## config.mk

```make
export PLATFORM = sky130hd
export DESIGN_NAME = seq_pattern_tx
export DESIGN_NICKNAME = d
export VERILOG_FILES = /design/src/rtl/seq_tx_pkg.sv /design/src/rtl/seq_tx_shreg.sv /design/src/rtl/seq_pattern_tx.sv
export SDC_FILE = /design/constraint.sdc
export NUM_CORES = 1
export LEC_CHECK = 0
export BUFFER_PORTS_ARGS = -buffer_cell sky130_fd_sc_hd__buf_2
export CAP_MARGIN = 10
export CORE_ASPECT_RATIO = 0.8
export CORE_UTILIZATION = 52
export CTS_CLUSTER_DIAMETER = 50
export DETAILED_ROUTE_END_ITERATION = 7
export PLACE_DENSITY_LB_ADDON = 0.2
export SYNTH_ARGS = -nofsm -noshare
export SYNTH_HDL_FRONTEND = slang
export SYNTH_SLANG_ARGS = --single-unit
```

## constraint.sdc

```tcl
create_clock -name clk -period 2.1 [get_ports clk]
set_input_delay 0.21 -clock clk [delete_from_list [all_inputs] [get_ports clk]]
set_output_delay 0.21 -clock clk [all_outputs]
set_load 0.1 [all_outputs]
```

## src/rtl/seq_tx_pkg.sv

```systemverilog
// Shared state type and default sizing for the serial pattern transmitter.
package seq_tx_pkg;

  localparam int   W_DEF        = 8;
  localparam int   LENW_DEF     = 4;
  localparam int   REPW_DEF     = 4;
  localparam int   GAP_DEF      = 2;
  localparam logic IDLE_BIT_DEF = 1'b0;

  typedef enum logic [1:0] {
    ST_IDLE,
    ST_SHIFT,
    ST_GAP,
    ST_DONE
  } tx_state_e;

endpackage

```

## src/rtl/seq_tx_shreg.sv

```systemverilog
// Frame shift register: presents the head bit (index len-1) of either the value
// being loaded this cycle or the stored value, and shifts left once it is consumed.
module seq_tx_shreg #(
  parameter int W    = 8,
  parameter int LENW = 4
) (
  input  logic            clk,
  input  logic            rst,
  input  logic            load,
  input  logic            shift,
  input  logic [W-1:0]    din,
  input  logic [LENW-1:0] len,
  output logic            bit_o
);

  logic [W-1:0]    sr_q, sr_d;
  logic [W-1:0]    src;
  logic [LENW-1:0] idx;

  always_comb begin
    src   = load ? din : sr_q;
    idx   = len - 1'b1;
    bit_o = 1'b0;
    for (int i = 0; i < W; i++) begin
      if (idx == LENW'(i)) bit_o = src[i];
    end
    // The head bit leaves on the same edge that stores the register, so keep it pre-shifted.
    sr_d = sr_q;
    if (load) begin
      sr_d = din << 1;
    end else if (shift) begin
      sr_d = sr_q << 1;
    end
  end

  always_ff @(posedge clk) begin
    if (rst) sr_q <= '0;
    else     sr_q <= sr_d;
  end

endmodule

```

## src/rtl/seq_pattern_tx.sv

```systemverilog
// Serial bit-pattern transmitter: sends a captured frame MSB-first, repeats it with
// an idle gap between copies, then pulses done. All outputs are registered.
//
// state    | meaning
// ST_IDLE  | waiting for start; len checked on start
// ST_SHIFT | driving a frame bit on dout every cycle
// ST_GAP   | idle cycles between repeated frames, still busy
// ST_DONE  | one-cycle done pulse; a new start is accepted here too
module seq_pattern_tx
  import seq_tx_pkg::*;
#(
  parameter int   W        = W_DEF,
  parameter int   LENW     = LENW_DEF,
  parameter int   REPW     = REPW_DEF,
  parameter int   GAP      = GAP_DEF,
  parameter logic IDLE_BIT = IDLE_BIT_DEF
) (
  input  logic            clk,
  input  logic            rst,
  input  logic            start,
  input  logic            abort,
  input  logic [W-1:0]    pattern,
  input  logic [LENW-1:0] len,
  input  logic [REPW-1:0] reps,
  output logic            dout,
  output logic            dvalid,
  output logic            busy,
  output logic            done,
  output logic            err
);

  localparam int              GAPW     = (GAP > 0) ? $clog2(GAP + 1) : 1;
  localparam logic [GAPW-1:0] GAP_LAST = GAPW'((GAP > 0) ? GAP - 1 : 0);

  tx_state_e       state_q, state_d;
  logic [LENW-1:0] bit_cnt_q, bit_cnt_d;
  logic [REPW-1:0] frm_cnt_q, frm_cnt_d;
  logic [GAPW-1:0] gap_cnt_q, gap_cnt_d;
  logic [W-1:0]    pat_q, pat_d;
  logic [LENW-1:0] len_q, len_d;
  logic            dout_q, dout_d;
  logic            dvalid_q, dvalid_d;
  logic            busy_q, busy_d;
  logic            done_q, done_d;
  logic            err_q, err_d;

  logic            sh_load, sh_shift, sh_bit;
  logic [W-1:0]    sh_din;
  logic [LENW-1:0] sh_len;
  logic            len_ok;

  seq_tx_shreg #(
    .W    (W),
    .LENW (LENW)
  ) u_shreg (
    .clk   (clk),
    .rst   (rst),
    .load  (sh_load),
    .shift (sh_shift),
    .din   (sh_din),
    .len   (sh_len),
    .bit_o (sh_bit)
  );

  assign len_ok = (len != '0) && (len <= LENW'(W));

  always_comb begin
    state_d   = state_q;
    bit_cnt_d = bit_cnt_q;
    frm_cnt_d = frm_cnt_q;
    gap_cnt_d = gap_cnt_q;
    pat_d     = pat_q;
    len_d     = len_q;
    dout_d    = IDLE_BIT;
    dvalid_d  = 1'b0;
    busy_d    = 1'b0;
    done_d    = 1'b0;
    err_d     = 1'b0;
    sh_load   = 1'b0;
    sh_shift  = 1'b0;
    sh_din    = pat_q;
    sh_len    = len_q;

    unique case (state_q)
      ST_IDLE, ST_DONE: begin
        state_d = ST_IDLE;
        if (start) begin
          if (len_ok) begin
            pat_d     = pattern;
            len_d     = len;
            frm_cnt_d = reps;
            bit_cnt_d = len - 1'b1;
            sh_load   = 1'b1;
            sh_din    = pattern;
            sh_len    = len;
            dout_d    = sh_bit;
            dvalid_d  = 1'b1;
            busy_d    = 1'b1;
            state_d   = ST_SHIFT;
          end else begin
            err_d = 1'b1;
          end
        end
      end

      ST_SHIFT: begin
        if (abort) begin
          state_d = ST_IDLE;
        end else if (bit_cnt_q != '0) begin
          sh_shift  = 1'b1;
          dout_d    = sh_bit;
          dvalid_d  = 1'b1;
          busy_d    = 1'b1;
          bit_cnt_d = bit_cnt_q - 1'b1;
        end else if (frm_cnt_q != '0) begin
          frm_cnt_d = frm_cnt_q - 1'b1;
          busy_d    = 1'b1;
          if (GAP > 0) begin
            gap_cnt_d = GAP_LAST;
            state_d   = ST_GAP;
          end else begin
            sh_load   = 1'b1;
            dout_d    = sh_bit;
            dvalid_d  = 1'b1;
            bit_cnt_d = len_q - 1'b1;
          end
        end else begin
          done_d  = 1'b1;
          state_d = ST_DONE;
        end
      end

      ST_GAP: begin
        if (abort) begin
          state_d = ST_IDLE;
        end else if (gap_cnt_q != '0) begin
          gap_cnt_d = gap_cnt_q - 1'b1;
          busy_d    = 1'b1;
        end else begin
          sh_load   = 1'b1;
          dout_d    = sh_bit;
          dvalid_d  = 1'b1;
          busy_d    = 1'b1;
          bit_cnt_d = len_q - 1'b1;
          state_d   = ST_SHIFT;
        end
      end

      default: state_d = ST_IDLE;
    endcase
  end

  always_ff @(posedge clk) begin
    if (rst) begin
      state_q   <= ST_IDLE;
      bit_cnt_q <= '0;
      frm_cnt_q <= '0;
      gap_cnt_q <= '0;
      pat_q     <= '0;
      len_q     <= '0;
      dout_q    <= IDLE_BIT;
      dvalid_q  <= 1'b0;
      busy_q    <= 1'b0;
      done_q    <= 1'b0;
      err_q     <= 1'b0;
    end else begin
      state_q   <= state_d;
      bit_cnt_q <= bit_cnt_d;
      frm_cnt_q <= frm_cnt_d;
      gap_cnt_q <= gap_cnt_d;
      pat_q     <= pat_d;
      len_q     <= len_d;
      dout_q    <= dout_d;
      dvalid_q  <= dvalid_d;
      busy_q    <= busy_d;
      done_q    <= done_d;
      err_q     <= err_d;
    end
  end

  assign dout   = dout_q;
  assign dvalid = dvalid_q;
  assign busy   = busy_q;
  assign done   = done_q;
  assign err    = err_q;

endmodule

```

==> run metrics, run 1 <==
highest-count cells in the layout ignoring fill and taps=sky130_fd_sc_hd__dfxtp_1 (34), sky130_fd_sc_hd__nand2_1 (33), sky130_fd_sc_hd__a21oi_1 (28); antenna violations before repair=0; share of final-layout standard cells stronger than drive strength 1=28.96%; number of violations of the max-capacitance limit=0; average footprint of a synthesized cell=8.111 um2; type of element launching the critical path=register; total leakage power=1.028 nW; stage delay of the slowest cell on the critical path=0.33 ns; pre-CTS setup slack=-0.1088 ns; portion of the post-synthesis area used by sequential elements=35.12%; number of global-route vias before repair=1762; die outline width=72.23 um; Pwr Density=725.0 nW/um2; Mapped Nets=278; area occupied by registers=723.2 um2; unrepaired setup endpoints after global routing=true; number of antenna repair diodes=0; Yosys reg bits=36; proportion of synthesized flip-flops having asynchronous set or reset=0%; buffering stage count on the worst path with inverters included=2; global-route wire length before repair=8155 um; clock tree from TritonCTS=yes; fraction of power spent switching nets=30.85%; shortest period the worst path allows=2.124 ns; share of the cycle needed by the critical path after routing=101.2%; Max Transition Viols Final=0; num rows=20; EDFF count, synth=0; footprint of the multi-input gates=1296 um2; share of total power in combinational logic=25.3%; drt total wl=4923 um; CTS Root Buffer Type=sky130_fd_sc_hd__clkbuf_8; First-pass DRT Iterations=4; Synth-to-Final Area Change=24.57%; HPWL after DPL=3481 um; Cell Count, Final, Fillers Out=352; violations in the final reports=negative setup slack; actual transition at the worst max-transition pin=0.4875 ns; final-report hold violation count=0; number of distinct library cell variants in the gate-level netlist after synthesis=48; Inst Count DP=341; total vias in the final route=1918; CP Data Required Time=2.29 ns; detailed-route wire length per cell=13.99 um; Top Ports=25; maximum number of pins on one net before global-route repair=35; clk_lat worst skew=0.30 ns; overall fraction of global-route tracks in use=25.43%; final-report setup violation count=1; Setup TNS=-0.02424 ns; count of antenna-violating nets left after detailed routing=0; die area=4203 um2; number of instances in the synthesized netlist=253; H-tree depth=2; worst-case setup margin in the final layout=-0.02424 ns; maximum net fanout on the critical path=6; filler instances=312; maximum operating frequency=470.8 MHz; Post-Syn Area=2052 um2; arrival time at the worst endpoint=2.32 ns; most frequent standard cell in the layout excluding fill and tap cells=sky130_fd_sc_hd__dfxtp_1; CP most frequent cell=sky130_fd_sc_hd__mux2_4; skew final=0.01079 ns; status=complete, but fails checks; Total Power=1.853 mW; Net count, final=321; cell at the slowest stage of the critical path=sky130_fd_sc_hd__dfxtp_2; share of total power in the clock network=33.7%; Buffers on Ports=24; worst max-slew margin expressed relative to the limit=67.72%; Worst Setup End Kind=register; core region area=3779 um2; number of warnings issued by yosys=0; number of CTS-inserted buffers=5; sequential cell fraction of total power=40.9%; hold crit path type=in -> reg; Initial Util=54.30%; switching power summed over all nets=571.7 uW; final weighted congestion in routability-driven placement=0.8999; worst-case vdd ir drop=0.4139 mV; vias per inst=5.449; internal cell power=1.281 mW; Worst path top cell family by delay=multiplexers; Critical Path, Cell by Cell=inv_2 -> ha_4 -> nor4bb_2 -> buf_4 -> mux2_4 -> mux2_4 -> a31oi_1 -> a31o_1 -> nor4_2; crit path kind=reg -> reg; die span in y=58.19 um; leftover overflow at the end of global routing=0; Clk pin slew, worst setup/hold paths=0.08 ns; clock tree buffer depth=2; DRC marker count from the first detailed-route iteration=101; drt drc=0; primary flip-flop cell chosen by synthesis mapping=sky130_fd_sc_hd__dfxtp_1; Clock Sink Count=36
-- synthesized netlist by cell type, types with 2 or more instances --
| master | instances | area [um2] |
|---|---|---|
| sky130_fd_sc_hd__dfxtp_1 | 36 | 720.7 |
| sky130_fd_sc_hd__clkbuf_1 | 8 | 30.03 |
| sky130_fd_sc_hd__a21oi_1 | 29 | 145.1 |
| sky130_fd_sc_hd__o31ai_1 | 2 | 15.01 |
| sky130_fd_sc_hd__mux2_2 | 6 | 67.56 |
| sky130_fd_sc_hd__a31oi_1 | 3 | 18.77 |
| sky130_fd_sc_hd__a211o_1 | 2 | 17.52 |
| sky130_fd_sc_hd__a211oi_1 | 6 | 45.04 |
| sky130_fd_sc_hd__o21a_1 | 3 | 22.52 |
| sky130_fd_sc_hd__nor4_1 | 2 | 12.51 |
| sky130_fd_sc_hd__or2_2 | 4 | 25.02 |
| sky130_fd_sc_hd__buf_2 | 2 | 10.01 |
| sky130_fd_sc_hd__ha_1 | 5 | 62.56 |
| sky130_fd_sc_hd__or3_1 | 2 | 12.51 |
| sky130_fd_sc_hd__nor2b_1 | 3 | 18.77 |
| sky130_fd_sc_hd__buf_4 | 2 | 15.01 |
| sky130_fd_sc_hd__nand3b_1 | 2 | 15.01 |
| sky130_fd_sc_hd__xnor2_1 | 5 | 43.79 |
| sky130_fd_sc_hd__nor3_1 | 6 | 30.03 |
| sky130_fd_sc_hd__nor2_1 | 24 | 90.09 |
| sky130_fd_sc_hd__nand2_1 | 33 | 123.9 |
| sky130_fd_sc_hd__inv_1 | 11 | 41.29 |
| sky130_fd_sc_hd__mux2i_1 | 12 | 120.1 |
| sky130_fd_sc_hd__o21ai_0 | 17 | 85.08 |
| sky130_fd_sc_hd__nand3_1 | 3 | 15.01 |
| sky130_fd_sc_hd__a221o_1 | 3 | 30.03 |
-- sequential cells by signal (all words and copies together), names as in the netlist --
| name | flops |
|---|---|
| err | 1 |
| busy | 1 |
| bit_cnt_q | 4 |
| gap_cnt_q | 2 |
| pat_q | 8 |
| u_shreg.sr_q | 7 |
| dvalid | 1 |
| done | 1 |
| len_q | 4 |
| dout | 1 |
| frm_cnt_q | 4 |
| state_q | 2 |
-- power groups by stage --
stage | Sequential [mW] | Combinational [mW] | Clock (mW)
6_report | 0.759 | 0.469 | 0.625
5_1_grt | 0.764 | 0.519 | 0.658
3_3_place_gp | 0.772 | 0.433 | 0
4_1_cts | 0.758 | 0.452 | 0.628
3_5_place_dp | 0.773 | 0.438 | 0
2_1_floorplan | 0.791 | 0.288 | 0
-- per-layer routing --
metal,share of wire [%],vias to the layer above,global-route usage [%]
li1,-,985,-
met1,52,876,36.64
met2,42,48,37.12
met3,3.7,9,4.696
met4,1.7,0,10.92
met5,0,-,0
-- timing repair --
item | in CTS | in global routing
hold buffers | 0 | 0
gates resized for setup | 7 | 10
pin swaps | 1 | 6
buffers inserted | 2 | 1
endpoints found under the setup margin | 1 | 3
-- final cells by class --
| class | count | area share (%) |
|---|---|---|
| Clock buffer | 5 | 2.692 |
| Clock inverter | 3 | 1.664 |
| Inverter | 11 | 1.615 |
| Multi-Input combinational cell | 192 | 50.71 |
| Sequential cell | 36 | 28.29 |
| Tap cell | 55 | 2.692 |
| Timing Repair Buffer | 50 | 12.33 |
-- worst register-to-register path, delay by kind of cell (launching register included) --
family                     cells  cell delay (ns)
buffers and inverters          2             0.25
and+or+nand+nor                2             0.31
adders and majority gates      1             0.23
DFF                            1             0.33
muxes                          2             0.57
AOI/OAI and AO/OA              2             0.34
-- through the flow --
stage | hold slack [ns] | area (um2) | util [%]
after floorplan | 0.3460 | 2064 | -
after global placement | 0.4420 | 2361 | 62.48
after detailed placement | 0.4461 | 2361 | 62.48
after CTS | 0.1532 | 2511 | 66.46
after global routing | 0.1689 | 2556 | 67.65
final | 0.1588 | 2556 | 67.65
-- kinds of logic (layout without fill, tap and decap cells) --
| kind of cell | after synthesis | in the layout | synth area share (%) |
|---|---|---|---|
| and+or+nand+nor | 89 | 89 | 21.46 |
| DFF | 36 | 36 | 35.12 |
| buffers and inverters | 25 | 69 | 5.487 |
| AOI/OAI and AO/OA | 73 | 73 | 21.77 |
| muxes | 20 | 20 | 10.98 |
| adders and majority gates | 5 | 5 | 3.049 |
| xor gates and xnor gates | 5 | 5 | 2.134 |
-- worst paths after layout --
check	from	endpoint	slack [ns]	cells after the start
setup / recovery	state_q[0]$_SDFFE_PP0P_	dout$_SDFF_PP0_	-0.02	9
hold / removal	pattern[2]	pat_q[2]$_SDFF_PP0_	0.16	3
setup reg to reg	state_q[0]$_SDFFE_PP0P_	dout$_SDFF_PP0_	-0.02	9
hold reg to reg	gap_cnt_q[1]$_SDFFE_PP0P_	gap_cnt_q[1]$_SDFFE_PP0P_	0.45	2
(Power assumes the default switching activity.)
==> inputs of run 2 (changes only) <==
--- a/config.mk
+++ b/config.mk
@@ -14,4 +14,5 @@
 export PLACE_DENSITY_LB_ADDON = 0.2
 export SYNTH_ARGS = -nofsm -noshare
 export SYNTH_HDL_FRONTEND = slang
+export SYNTH_HIERARCHICAL = 1
 export SYNTH_SLANG_ARGS = --single-unit
==> run 2 against run 1 <==
  * The run still ends with negative setup slack left
  * Maximum frequency shrank 9.6%
  * Combinational power up 21%
  * Cell count unchanged
  * Critical path depth rose by 4
  * Synthesized area increased by 0.73%
  * Count of clock-buffer cells in the layout rose by 1
  * Die area increased by 0.71%
  * Global-route usage fell by 0.14 points
  * Worst setup slack worse by 0.22 ns
==> run metrics, run 2 <==
Setup TNS=-0.2489 ns (-0.2247 ns); smallest hold slack=0.2373 ns (+0.07854 ns); EDFF count, synth=0 (unchanged); H-tree depth=2 (unchanged); logic depth of the worst setup path including buffers=13 (+4); CTS Root Buffer Type=sky130_fd_sc_hd__clkbuf_8; number of antenna repair diodes=0 (unchanged); final weighted congestion in routability-driven placement=0.8201 (-8.9%); Post-Syn Area=2067 um2 (+0.73%); library cell with the highest instance count after synthesis=sky130_fd_sc_hd__dfxtp_1; HPWL after DPL=3697 um (+6.2%); share of final-layout standard cells stronger than drive strength 1=36.36% (+7.4 points); Cell Count, Final, Fillers Out=352 (unchanged); WL met3=306 um (+70%); highest-count cells in the layout ignoring fill and taps=sky130_fd_sc_hd__dfxtp_1 (35), sky130_fd_sc_hd__buf_4 (35), sky130_fd_sc_hd__buf_2 (24); clk_lat worst skew=0.29 ns (about the same); final-report setup violation count=1 (unchanged); number of distinct library cell variants in the gate-level netlist after synthesis=52 (+8.3%); violations in the final reports=negative setup slack; primary flip-flop cell chosen by synthesis mapping=sky130_fd_sc_hd__dfxtp_1; Hold Startpoint=reps[2]; startpoint of the worst register-to-register path=state_q[0]$_SDFFE_PP0P_; Synth-to-Final Area Change=32.02%; First-pass DRT Iterations=4 (unchanged); routed length on met1=2801 um (+8.4%); register with the most flip-flops=pat_q; hold crit path type=in -> reg; global-route wire length before repair=8142 um (-0.16%); Yosys reg bits=36 (unchanged); die outline width=72.49 um (+0.36%); die span in y=58.39 um (+0.35%); antenna violations before repair=0 (unchanged); hold path cells=3 (unchanged); average footprint of a synthesized cell=8.648 um2 (+6.6%); Inst Count DP=339 (-0.59%); arrival time at the worst endpoint=2.52 ns (+0.20 ns); filler instances=304 (-2.6%); leftover overflow at the end of global routing=0 (unchanged); number of hold-repair buffers added at the cts stage=0 (unchanged); Initial Util=54.34% (about the same); total leakage power=1.105 nW (+7.5%); Top Ports=25 (unchanged); Largest register FFs=8 (unchanged); crit path kind=reg -> reg; worst-case vdd ir drop=0.5527 mV (+34%); Total Power=1.807 mW (-2.5%); end-of-flow core utilization=71.74% (+4.1 points); skew final=0.007707 ns (-0.003079 ns); buffering stage count on the worst path with inverters included=4 (+2); number of global-route vias before repair=1720 (-2.4%); die area=4233 um2 (+0.71%); number of warnings issued by yosys=6 (+6); status=complete, but fails checks; CP Data Required Time=2.27 ns (-0.02 ns); proportion of synthesized flip-flops having asynchronous set or reset=0% (unchanged); vias per inst=5.770 (+5.9%); launching instance or port of the critical path=state_q[0]$_SDFFE_PP0P_; reg2reg path depth=13 (+4); top routing layer in use=met4; count of antenna-violating nets left after detailed routing=0 (unchanged); clock tree buffer depth=2 (unchanged); portion of the post-synthesis area used by sequential elements=34.87% (-0.26 points); core region area=3804 um2 (+0.66%); num rows=20 (unchanged); Net count, final=324 (+0.93%); Pwr Density=662.0 nW/um2 (-8.7%); Critical Path, Cell by Cell=inv_2 -> ha_4 -> nand2_4 -> nor3_4 -> buf_12 -> buf_6 -> mux2_4 -> nand2_2 -> o22ai_1 -> o32ai_2 -> a2bb2oi_2 -> inv_1 -> a211oi_2; maximum net fanout on the critical path=6 (unchanged); unrepaired setup endpoints after global routing=true; Mapped Nets=266 (-4.3%); number of CTS-inserted buffers=5 (unchanged); cell at the slowest stage of the critical path=sky130_fd_sc_hd__dfxtp_2; maximum operating frequency=425.7 MHz (-9.6%); dominant cells by area after synthesis=sky130_fd_sc_hd__dfxtp_1 (35%), sky130_fd_sc_hd__mux2i_1 (4.8%), sky130_fd_sc_hd__a21oi_1 (4.6%), sky130_fd_sc_hd__ha_1 (4.2%), sky130_fd_sc_hd__and2_1 (3.6%); Clock Sink Count=36 (unchanged); type of element launching the critical path=register; pre-CTS setup slack=-0.1725 ns (-0.06376 ns); Placed Instance Area=2492 um2 (+5.6%); drt drc=0 (unchanged); Max Transition Viols Final=0 (unchanged); leading area contributor after synthesis=sky130_fd_sc_hd__dfxtp_1; stage delay of the slowest cell on the critical path=0.34 ns (about the same); commonest cells in the synthesized netlist=sky130_fd_sc_hd__dfxtp_1 (36), sky130_fd_sc_hd__a21oi_1 (19), sky130_fd_sc_hd__nor2_1 (17); actual transition at the worst max-transition pin=0.4974 ns (+0.009902 ns); clock tree from TritonCTS=yes; number of violations of the max-capacitance limit=0 (unchanged); largest registers=pat_q (8), u_shreg/sr_q (7); worst-case setup margin in the final layout=-0.2489 ns (-0.2247 ns); number of instances in the synthesized netlist=239 (-5.5%); detailed-route wire length per cell=15.60 um (+12%); Clk pin slew, worst setup/hold paths=0.07 ns (about the same); share of the cycle needed by the critical path after routing=111.9% (+11 points); worst max-slew margin expressed relative to the limit=66.49% (-1.2 points); share of Yosys cell area claimed by the top area cell type=34.87% (-0.26 points); drt total wl=5492 um (+12%); final-report hold violation count=0 (unchanged); Buffers on Ports=24 (unchanged); DRC marker count from the first detailed-route iteration=158 (+56%); Finished Cell Area=2729 um2 (+6.8%); maximum number of pins on one net before global-route repair=25 (-29%); Worst path top cell family by delay=compound AO/OA/AOI/OAI gates; total vias in the final route=2031 (+5.9%); overall fraction of global-route tracks in use=25.29% (-0.14 points); Worst Setup End Kind=register; Met2 Wirelength=2276 um (+9.8%); shortest period the worst path allows=2.349 ns (+0.2247 ns)
run 2: metal layers:
layer  GRT usage, %  vias to the layer above
li1               -                      999
met1          37.79                      955
met2          35.25                       69
met3          4.623                        8
met4          10.92                        0
met5              0                        -
run 2: cell families after synthesis:
family	synth area share, %
AO/OA/AOI/OAI	21.91
AND/OR/NAND/NOR	21.79
buffers and inverters	5.387
XOR/XNOR	0.4238
multiplexers	11.38
adder cells (fa/ha/maj)	4.237
flip-flops	34.87
run 2: final timing paths:
| kind | end | slack [ns] |
|---|---|---|
| worst max-delay path | dout$_SDFF_PP0_ | -0.25 |
| worst min-delay path | frm_cnt_q[2]$_SDFFE_PP0P_ | 0.24 |
| worst max register to register | dout$_SDFF_PP0_ | -0.25 |
| worst min register to register | gap_cnt_q[1]$_SDFFE_PP0P_ | 0.48 |
run 2: repair_timing:
action                                  in CTS  in global routing
pin swaps                                    1                 11
endpoints found under the setup margin       2                 10
resized for setup                            3                 33
buffers inserted                             1                  7
run 2: area by class of cell:
cell class / count / area (um2) / share of cell area (%)
Tap cell: 55 / 68.82 / 2.522
Timing Repair Buffer: 62 / 425.4 / 15.59
Multi-Input combinational cell: 178 / 1383 / 50.66
Sequential cell: 36 / 721.9 / 26.46
Clock buffer: 6 / 72.57 / 2.659
Inverter: 14 / 52.55 / 1.926
Clock inverter: 1 / 5.005 / 0.1834
run 2: report_power, final:
part | switching (mW) | leakage (nW) | internal (mW)
logic | 0.303 | 0.769 | 0.266
registers | 0.0411 | 0.294 | 0.730
clock network | 0.242 | 0.0410 | 0.225
run 2: worst register-to-register path: cells and delay by family (launching register included):
family          cells  cell delay, ns
compound gates      4            0.46
buf+inv             4            0.42
simple gates        3            0.42
flops               1            0.34
mux                 1            0.31
fa+ha+maj           1            0.27
==> inputs of run 3 (changes only) <==
--- a/config.mk
+++ b/config.mk
@@ -8,7 +8,8 @@
 export BUFFER_PORTS_ARGS = -buffer_cell sky130_fd_sc_hd__buf_2
 export CAP_MARGIN = 10
 export CORE_ASPECT_RATIO = 0.8
-export CORE_UTILIZATION = 52
+export CORE_UTILIZATION = 54
+export CTS_BUF_LIST = sky130_fd_sc_hd__clkbuf_2
 export CTS_CLUSTER_DIAMETER = 50
 export DETAILED_ROUTE_END_ITERATION = 7
 export PLACE_DENSITY_LB_ADDON = 0.2
==> run 3 against run 2 <==
  * Cell count decreased by 4.3%
  * Routed wire length decreased by 3.4%
  * Die area decreased by 3.6%
  * Flip-flop and latch count unchanged
  * Critical path depth decreased by 1
  * Count of clock-buffer cells in the layout unchanged
  * The flow still finishes with violations (negative setup slack)
  * First-iteration DRC count increased by 15%
  * Largest power group unchanged
==> run metrics, run 3 (synthesis results as in run 2) <==
status=complete, but fails checks; violations in the final reports=negative setup slack; overall fraction of global-route tracks in use=27.62% (+2.3 points); DRC marker count from the first detailed-route iteration=181 (+15%); hold crit path type=in -> reg; endpoint with the worst hold slack=frm_cnt_q[2]$_SDFFE_PP0P_; maximum number of pins on one net before global-route repair=25 (unchanged); Hold Startpoint=reps[2]; Max Transition Viols Final=0 (unchanged); clock tree from TritonCTS=yes; Synth-to-Final Area Change=28.15%; largest registers=pat_q (8), u_shreg/sr_q (7); number of global-route vias before repair=1820 (+5.8%); global-route wire length before repair=8680 um (+6.6%); unrepaired setup endpoints after global routing=true; maximum net fanout on the critical path=6 (unchanged); Buffers on Ports=24 (unchanged); highest-count cells in the layout ignoring fill and taps=sky130_fd_sc_hd__dfxtp_1 (35), sky130_fd_sc_hd__buf_4 (32), sky130_fd_sc_hd__buf_2 (24); pre-CTS setup slack=-0.1383 ns (+0.03425 ns); clk_lat worst skew=0.40 ns (+0.11 ns); HPWL after DPL=3670 um (-0.74%); number of violations of the max-capacitance limit=0 (unchanged); smallest hold slack=0.1179 ns (-0.1194 ns); startpoint of the worst register-to-register path=state_q[0]$_SDFFE_PP0P_; hold path cells=3 (unchanged); die outline width=71.17 um (-1.8%); worst-case vdd ir drop=0.3709 mV (-33%); actual transition at the worst max-transition pin=0.4793 ns (-0.01816 ns); Worst R2R End=dout$_SDFF_PP0_; share of final-layout standard cells stronger than drive strength 1=34.92% (-1.4 points); Pwr Density=621.5 nW/um2 (-6.1%); share of the cycle needed by the critical path after routing=109.4% (-2.5 points); Worst Setup End Kind=register; Cell Count, Final, Fillers Out=337 (-4.3%); cell at the slowest stage of the critical path=sky130_fd_sc_hd__dfxtp_2; total vias in the final route=1987 (-2.2%); Clock Sink Count=36 (unchanged); count of antenna-violating nets left after detailed routing=0 (unchanged); clock tree buffer depth=2 (unchanged); Initial Util=58.35% (+4.0 points); Total Power=1.646 mW (-8.9%); Placed Instance Area=2481 um2 (-0.45%); First-pass DRT Iterations=6 (+2); detailed-route wire length per cell=15.74 um (+0.91%); arrival time at the worst endpoint=2.60 ns (+0.08 ns); end-of-flow core utilization=74.78% (+3.0 points); CTS Root Buffer Type=sky130_fd_sc_hd__clkbuf_2; register with the most flip-flops=pat_q; drt total wl=5306 um (-3.4%); H-tree depth=2 (unchanged); Top Ports=25 (unchanged); type of element launching the critical path=register; Inst Count DP=325 (-4.1%); Finished Cell Area=2649 um2 (-2.9%); worst setup slack for register-to-register paths=-0.20 ns (+0.05 ns); drt drc=0 (unchanged); Net count, final=322 (-0.62%); crit path kind=reg -> reg; most frequent standard cell in the layout excluding fill and tap cells=sky130_fd_sc_hd__dfxtp_1; die span in y=57.34 um (-1.8%); core region area=3542 um2 (-6.9%); vias per inst=5.896 (+2.2%); CP Data Required Time=2.40 ns (+0.13 ns); final weighted congestion in routability-driven placement=0.8577 (+4.6%); num rows=19 (-5.0%); stage delay of the slowest cell on the critical path=0.38 ns (+0.04 ns); shortest period the worst path allows=2.297 ns (-0.05226 ns); maximum operating frequency=435.4 MHz (+2.3%); antenna violations before repair=0 (unchanged); die area=4081 um2 (-3.6%); worst-case setup margin in the final layout=-0.1967 ns (+0.05226 ns); Critical Path, Cell by Cell=inv_2 -> ha_4 -> nand2_4 -> nor3_4 -> buf_6 -> mux2_1 -> nand2_1 -> o22ai_1 -> o32ai_1 -> a2bb2oi_1 -> inv_1 -> a211oi_2; skew final=0.02128 ns (+0.01357 ns); worst max-slew margin expressed relative to the limit=67.83% (+1.3 points); leftover overflow at the end of global routing=0 (unchanged); Clk pin slew, worst setup/hold paths=0.18 ns (+0.11 ns); number of hold-repair buffers added at the cts stage=0 (unchanged); total leakage power=1.081 nW (-2.1%); Largest register FFs=8 (unchanged); number of CTS-inserted buffers=5 (unchanged); Setup TNS=-0.1967 ns (+0.05226 ns); final-report hold violation count=0 (unchanged); reg2reg path depth=12 (-1); number of antenna repair diodes=0 (unchanged); final-report setup violation count=1 (unchanged)
## run 3: how the worst max path moves through the flow
stage,start,to,slack [ns],cells past startpoint
4_1_cts,state_q[0]$_SDFFE_PP0P_,dout$_SDFF_PP0_,-0.15,14
3_3_place_gp,state_q[0]$_SDFFE_PP0P_,dout$_SDFF_PP0_,-0.11,10
3_5_place_dp,state_q[0]$_SDFFE_PP0P_,dout$_SDFF_PP0_,-0.14,10
5_1_grt,state_q[0]$_SDFFE_PP0P_,dout$_SDFF_PP0_,-0.28,14
6_report,state_q[0]$_SDFFE_PP0P_,dout$_SDFF_PP0_,-0.20,12
2_1_floorplan,state_q[0]$_SDFFE_PP0P_,dout$_SDFF_PP0_,-0.15,12
## run 3: metal layers
| metal | GRT usage (%) | wire length, um | up-vias |
|---|---|---|---|
| met5 | 0 | 0 | - |
| met4 | 8.000 | 55 | 0 |
| met3 | 6.007 | 309 | 7 |
| met2 | 39.86 | 2207 | 64 |
| met1 | 41.26 | 2734 | 925 |
| li1 | - | - | 991 |
## run 3: critical path, delay by kind of cell (launching register included)
family                   cells  cell delay [ns]
buffers and inverters        3             0.29
AND/OR/NAND/NOR              3             0.38
flip-flops                   1             0.38
AO/OA/AOI/OAI                4             0.49
multiplexers                 1             0.37
adder cells (fa/ha/maj)      1             0.28
## run 3: where the power goes
part | internal [mW] | leakage [nW] | switching (mW) | total (mW)
registers | 0.730 | 0.294 | 0.0418 | 0.772
logic | 0.264 | 0.758 | 0.301 | 0.565
clock network | 0.0793 | 0.0288 | 0.230 | 0.309
## run 3: cell type report
type,instances,area (um2)
Clock buffer,6,30.03
Clock inverter,1,5.005
Fill cell,252,893.4
Inverter,14,55.05
Multi-Input combinational cell,178,1354
Sequential cell,36,721.9
Tap cell,42,52.55
Timing Repair Buffer,60,430.4
## run 3: timing repair
| item | 4_1_cts | 5_1_grt |
|---|---|---|
| gates cloned | 1 | 0 |
| endpoints found under the setup margin | 2 | 15 |
| pin swaps | 2 | 7 |
| resized for setup | 7 | 22 |
| setup buffers | 4 | 1 |
